--- config.mk ---
export PLATFORM = sky130hd
export DESIGN_NAME = filter_stream_combiner
export DESIGN_NICKNAME = d
export VERILOG_FILES = /design/src/rtl/filter_stream_pkg.sv /design/src/rtl/sync_fifo.sv /design/src/rtl/filter_stream_combiner.sv
export SDC_FILE = /design/constraint.sdc
export NUM_CORES = 1
export LEC_CHECK = 0
export CAP_MARGIN = 20
export CORE_MARGIN = 3
export CORE_UTILIZATION = 40
export DETAILED_ROUTE_END_ITERATION = 8
export PLACE_DENSITY = 0.61
export SLEW_MARGIN = 20
export SYNTH_ARGS = -nofsm -noshare
export SYNTH_HDL_FRONTEND = slang
export SYNTH_SLANG_ARGS = --single-unit
--- constraint.sdc ---
create_clock -name clk -period 4.4 [get_ports clk]
set_input_delay 0.66 -clock clk [delete_from_list [all_inputs] [get_ports clk]]
set_output_delay 0.66 -clock clk [all_outputs]
set_load 0.01 [all_outputs]
--- src/rtl/filter_stream_pkg.sv ---
// Shared types and constants for the filter stream combiner.
package filter_stream_pkg;

   typedef enum logic [1:0] {
      CM_THRESH = 2'b00,
      CM_BRIGHT = 2'b01,
      CM_AVG    = 2'b10,
      CM_MAX    = 2'b11
   } combine_mode_e;

   localparam int PIX_W = 8;

endpackage

--- src/rtl/sync_fifo.sv ---
// First-word-fall-through synchronous FIFO with an extra pointer MSB for full/empty.
// A clear flushes the contents; a push in the same cycle becomes the first entry.
module sync_fifo #(
   parameter int WIDTH = 8,
   parameter int DEPTH = 4
) (
   input  logic                   clk,
   input  logic                   reset,
   input  logic                   clear,
   input  logic                   push,
   input  logic [WIDTH-1:0]       din,
   input  logic                   pop,
   output logic [WIDTH-1:0]       dout,
   output logic [$clog2(DEPTH):0] count,
   output logic                   full,
   output logic                   empty,
   output logic                   drop
);

   localparam int AW = $clog2(DEPTH);

   logic [WIDTH-1:0] mem [DEPTH];
   logic [AW:0]      wr_ptr;
   logic [AW:0]      rd_ptr;
   logic             do_push;
   logic             do_pop;

   assign empty   = (wr_ptr == rd_ptr);
   assign full    = (wr_ptr[AW] != rd_ptr[AW]) && (wr_ptr[AW-1:0] == rd_ptr[AW-1:0]);
   assign count   = wr_ptr - rd_ptr;
   assign do_pop  = pop && !empty && !clear;
   // A pop frees a slot in the same cycle, so a full FIFO still accepts a push.
   assign do_push = push && (clear || !full || do_pop);
   assign drop    = push && !clear && full && !do_pop;
   assign dout    = mem[rd_ptr[AW-1:0]];

   always_ff @(posedge clk) begin
      if (reset) begin
         wr_ptr <= '0;
         rd_ptr <= '0;
      end else if (clear) begin
         rd_ptr <= '0;
         wr_ptr <= (AW+1)'(do_push);
      end else begin
         if (do_push) wr_ptr <= wr_ptr + 1'b1;
         if (do_pop)  rd_ptr <= rd_ptr + 1'b1;
      end
   end

   always_ff @(posedge clk) begin
      if (do_push) mem[clear ? AW'(0) : wr_ptr[AW-1:0]] <= din;
   end

endmodule

--- src/rtl/filter_stream_combiner.sv ---
// Aligns threshold and brightness pixel streams, combines them per frame-latched
// mode and buffers the result. Optional COMBINER_STATS_EN adds frame_pix_count.
module filter_stream_combiner
   import filter_stream_pkg::*;
#(
   parameter int DATA_W       = PIX_W,
   parameter int ALIGN_DEPTH  = 4,
   parameter int FIFO_DEPTH   = 16,
   parameter int AFULL_MARGIN = 4
) (
   input  logic                          clk,
   input  logic                          reset,
   input  logic [1:0]                    mode_in,
   input  logic                          frame_start,
   input  logic [DATA_W-1:0]             pix_thresh,
   input  logic                          valid_thresh,
   input  logic [DATA_W-1:0]             pix_bright,
   input  logic                          valid_bright,
   output logic                          output_ready,
   output logic [DATA_W-1:0]             pix_out,
   output logic                          valid_out,
   input  logic                          ready_in,
   output logic [$clog2(FIFO_DEPTH):0]   fifo_count,
   output logic                          overflow
`ifdef COMBINER_STATS_EN
   ,
   output logic [19:0]                   frame_pix_count
`endif
);

   localparam int CW = $clog2(FIFO_DEPTH) + 1;
   localparam int AW = $clog2(ALIGN_DEPTH) + 1;

   function automatic logic [DATA_W-1:0] avg_trunc(input logic [DATA_W-1:0] a,
                                                   input logic [DATA_W-1:0] b);
      logic [DATA_W:0] sum;
      sum = {1'b0, a} + {1'b0, b};
      return sum[DATA_W:1];
   endfunction

   function automatic logic [DATA_W-1:0] max_pix(input logic [DATA_W-1:0] a,
                                                 input logic [DATA_W-1:0] b);
      return (a > b) ? a : b;
   endfunction

   combine_mode_e     active_mode;
   logic [DATA_W-1:0] t_head, b_head, o_head;
   logic [AW-1:0]     t_count, b_count;
   logic              t_full, t_empty, t_drop, t_pop;
   logic              b_full, b_empty, b_drop, b_pop;
   logic [CW-1:0]     o_count;
   logic              o_full, o_empty, o_drop, o_pop;
   logic              fire, room;
   logic [DATA_W-1:0] res;
   logic [DATA_W-1:0] res_p1;
   logic              vld_p1;

   always_ff @(posedge clk) begin
      if (reset)            active_mode <= CM_THRESH;
      else if (frame_start) active_mode <= combine_mode_e'(mode_in);
   end

   sync_fifo #(.WIDTH(DATA_W), .DEPTH(ALIGN_DEPTH)) u_thresh_q (
      .clk(clk), .reset(reset), .clear(frame_start),
      .push(valid_thresh), .din(pix_thresh), .pop(t_pop),
      .dout(t_head), .count(t_count), .full(t_full), .empty(t_empty), .drop(t_drop)
   );

   sync_fifo #(.WIDTH(DATA_W), .DEPTH(ALIGN_DEPTH)) u_bright_q (
      .clk(clk), .reset(reset), .clear(frame_start),
      .push(valid_bright), .din(pix_bright), .pop(b_pop),
      .dout(b_head), .count(b_count), .full(b_full), .empty(b_empty), .drop(b_drop)
   );

   // Count the result already in flight so the FIFO is never written while full.
   assign room = (o_count + CW'(vld_p1)) < CW'(FIFO_DEPTH);

   always_comb begin
      fire  = 1'b0;
      t_pop = 1'b0;
      b_pop = 1'b0;
      res   = '0;
      case (active_mode)
         CM_THRESH: if (!t_empty && room) begin
            fire  = 1'b1;
            t_pop = 1'b1;
            b_pop = !b_empty;
            res   = t_head;
         end
         CM_BRIGHT: if (!b_empty && room) begin
            fire  = 1'b1;
            b_pop = 1'b1;
            t_pop = !t_empty;
            res   = b_head;
         end
         CM_AVG: if (!t_empty && !b_empty && room) begin
            fire  = 1'b1;
            t_pop = 1'b1;
            b_pop = 1'b1;
            res   = avg_trunc(t_head, b_head);
         end
         default: if (!t_empty && !b_empty && room) begin
            fire  = 1'b1;
            t_pop = 1'b1;
            b_pop = 1'b1;
            res   = max_pix(t_head, b_head);
         end
      endcase
   end

   // Stage p1: registered combine result
   always_ff @(posedge clk) begin
      if (reset) vld_p1 <= 1'b0;
      else       vld_p1 <= fire;
   end

   always_ff @(posedge clk) begin
      if (fire) res_p1 <= res;
   end

   assign o_pop = valid_out && ready_in;

   sync_fifo #(.WIDTH(DATA_W), .DEPTH(FIFO_DEPTH)) u_out_fifo (
      .clk(clk), .reset(reset), .clear(1'b0),
      .push(vld_p1), .din(res_p1), .pop(o_pop),
      .dout(o_head), .count(o_count), .full(o_full), .empty(o_empty), .drop(o_drop)
   );

   assign fifo_count = o_count;
   assign valid_out  = !o_empty;
   assign pix_out    = valid_out ? o_head : '0;

   always_ff @(posedge clk) begin
      if (reset) begin
         output_ready <= 1'b0;
         overflow     <= 1'b0;
      end else begin
         output_ready <= (CW'(FIFO_DEPTH) - o_count) >= CW'(AFULL_MARGIN);
         if (t_drop || b_drop || o_drop) overflow <= 1'b1;
      end
   end

`ifdef COMBINER_STATS_EN
   logic [19:0] pix_cnt;

   // A pop coinciding with frame_start belongs to the new frame.
   always_ff @(posedge clk) begin
      if (reset) begin
         pix_cnt         <= '0;
         frame_pix_count <= '0;
      end else if (frame_start) begin
         frame_pix_count <= pix_cnt;
         pix_cnt         <= 20'(o_pop);
      end else begin
         pix_cnt         <= pix_cnt + 20'(o_pop);
      end
   end
`endif

endmodule

==> metrics.csv <==
metric,value,unit
Synth Area per Inst,15.6,um^2
setup violators final,0,
H-tree depth,1,
area share of the largest cell type after synthesis,58.2,%
Hold WC Path Type,reg -> reg,
via count,5825,
CTS sink cnt,235,
Crit Path Category,reg -> out,
first-pass GRT wire length,33400,um
hold buffer count at CTS,0,
CP Max Fanout,32,
"flops & latches, synth",235,
crit-path most repeated cell,mux4_2,
Avg WL per Cell,19.5,um
Final min period,3.79,ns
Iter 0 DRT Violations,554,
highest clock rate,264,MHz
Register-to-Register Path Depth,9,
worst slew pin tran,1.05,ns
vias in the first global route,6051,
core area,25300,um^2
Post-DP HPWL,14100,um
worst-skew pair later-pin latency,0.53,ns
"FFs w/ async S/R, synth",0,%
Startpoint Class,register,
CP max stage delay,0.62,ns
"area leader, netlist",edfxtp_1,
Ant. Diodes,0,
Initial Util,40.8,%
Top Ports,40,
Max IR drop VDD,387,uV
synth-to-layout area growth,15.7,%
"Slowest-stage cell, CP",mux4_2,
Vias/cell,5.50,
synth unique cells,56,
FF-to-FF End,res_p1[4],
CTS tree,yes,
CTS resizes,0,
Die H,167,um
die area,27700,um^2
CTS Buffer Depth,3,
Cell Rows,58,
final hold violations,0,
Die W,167,um
unrepaired setup endpoints after global routing,no,
Total Routing Usage GR,14.9,%
Post-synth top cells,"edfxtp_1 (200), mux4_2 (55), nor2_1 (48), dfxtp_1 (35), ha_1 (29)",
critical-path cell list,buf_4 > mux4_2 > mux4_2 > nor2b_1 > clkdlybuf4s50_1,
antenna-violating nets left,0,
Setup TNS,0,ns
initial antenna violation count,0,
Placed Cells,1013,
max cap viols,0,
Synth Net Count,716,
fin cells,1059,
YS warnings,0,
period utilization,86.2,%
total chip power,6.41,mW
number of setup buffers added after CTS,0,
"Cell Area, Synth",10300,um^2
top_reg_cell synth,edfxtp_1,
Clock Pin Slew Worst Setup and Hold Paths,0.06,ns
P per Cell Area,537,nW/um^2
NumNets Final,766,
"count leader, synth",edfxtp_1,
"setup slack, reg-to-reg",0.99,ns
Clk Tree Root Cell,clkbuf_16,
top post-synthesis cells by area,"edfxtp_1 (58%), mux4_2 (12%), dfxtp_1 (6.8%)",
Post-Route WL,20600,um
relative slew slack,29.4,%
largest net degree at the start of global routing,33,
GRT Residual Overflow,0,
Layout Skew,0.0169,ns
drt pass-1 iters,5,
HP Start,u_thresh_q.wr_ptr[2],
WP data arrival,3.13,ns
RD Place Congestion,0.868,
share of cells above drive strength 1,16.0,%
Worst Path Required,3.74,ns
Synth Instances,661,
Residual DRC,0,
IO buf count,39,
leakage power,3.94,nW
"EDFF count, synth",200,
number of buffers created by CTS,26,
register area share after synthesis,65.0,%
max-slew violations,0,
CP endpoint kind,output pin,
capture point of the critical path,pix_out[3],
status,finished clean,
==> power breakdown <==
part / switching [mW] / internal (mW)
Clock: 0.830 / 1.26
Combinational: 0.757 / 0.670
Sequential: 0.190 / 2.70
==> how the worst min path moves through the flow <==
stage | slack [ns] | endpoint | cells after the start
after global routing | 0.50 | u_thresh_q.wr_ptr[2] | 2
final | 0.48 | u_thresh_q.wr_ptr[2] | 2
after global placement | 0.47 | u_thresh_q.wr_ptr[2] | 2
after detailed placement | 0.48 | u_thresh_q.wr_ptr[2] | 2
after CTS | 0.48 | u_thresh_q.wr_ptr[2] | 2
after floorplan | 0.46 | u_thresh_q.wr_ptr[2] | 2
==> sequential cells by signal, summed over array words and instances (netlist names), 3 cells and up, named ones only <==
| signal | count |
|---|---|
| res_p1 | 8 |
| u_bright_q.mem | 32 |
| u_bright_q.rd_ptr | 3 |
| u_bright_q.wr_ptr | 3 |
| u_out_fifo.mem | 128 |
| u_out_fifo.rd_ptr | 5 |
| u_out_fifo.wr_ptr | 5 |
| u_thresh_q.mem | 32 |
| u_thresh_q.rd_ptr | 3 |
| u_thresh_q.wr_ptr | 3 |
==> routing by layer <==
| layer | part of all wire [%] | vias to the layer above | wire length [um] | track usage [%] |
|---|---|---|---|---|
| li1 | - | 2696 | - | - |
| met5 | 0 | - | 0 | 0 |
| met1 | 42 | 2917 | 8670 | 19.4 |
| met4 | 3.1 | 0 | 644 | 4.48 |
| met2 | 50 | 167 | 10400 | 26.0 |
| met3 | 4.5 | 45 | 933 | 2.28 |
==> worst max-delay path, delay by kind of cell, from the launching register on <==
kind	cells	cell delay, ns
buffers and inverters	2	1.03
flip-flops	1	0.31
multiplexers	2	1.11
AND/OR/NAND/NOR	1	0.15
==> layout by cell type (no fill, tap or decap), types with 6 or more instances in the layout <==
master           count
clkbuf_16           26
buf_4               12
nor2b_1             12
mux4_2              55
dfxtp_1             34
o21ai_0             15
or3_1                7
a21oi_1             28
clkdlybuf4s50_1     39
inv_1               28
mux2i_1              6
edfxtp_1           200
nand4_1              6
a211oi_1             6
ha_1                29
clkbuf_1             6
nand2_1             16
nand2b_1             6
nor3_1              15
nor2_1              48
xor2_1               7
xnor2_1             14
nand3_1             24
==> cell families (layout without fill, tap and decap cells) <==
| family | after synthesis | in the layout | synth area share (%) |
|---|---|---|---|
| AND/OR/NAND/NOR | 159 | 159 | 7.85 |
| multiplexers | 62 | 62 | 12.7 |
| buffers and inverters | 57 | 125 | 2.29 |
| AO/OA/AOI/OAI | 93 | 93 | 5.97 |
| XOR/XNOR | 24 | 24 | 2.26 |
| adder cells (fa/ha/maj) | 31 | 31 | 3.91 |
| flip-flops | 235 | 235 | 65.0 |
==> area by class of cell <==
type	instances	area, um^2
fillers	2171	13300
flip-flops and latches	235	6710
multi-input cells	369	3390
clock buffers	32	673
repair buffers	51	480
well taps	330	413
clock inverters	14	163
inverters	28	105
==> per-stage QoR <==
| step | cell area (um^2) | setup slack (ns) | utilization (%) | hold slack [ns] |
|---|---|---|---|---|
| final | 11900 | 0.606 | 47.3 | 0.482 |
| after global routing | 11900 | 0.427 | 47.3 | 0.503 |
| after CTS | 11900 | 0.519 | 47.3 | 0.485 |
| after detailed placement | 11100 | 1.01 | 43.9 | 0.477 |
| after global placement | 11100 | 1.10 | 43.9 | 0.469 |
| after floorplan | 10300 | 1.01 | - | 0.456 |
Note: power is estimated with default switching activity, not from simulation.
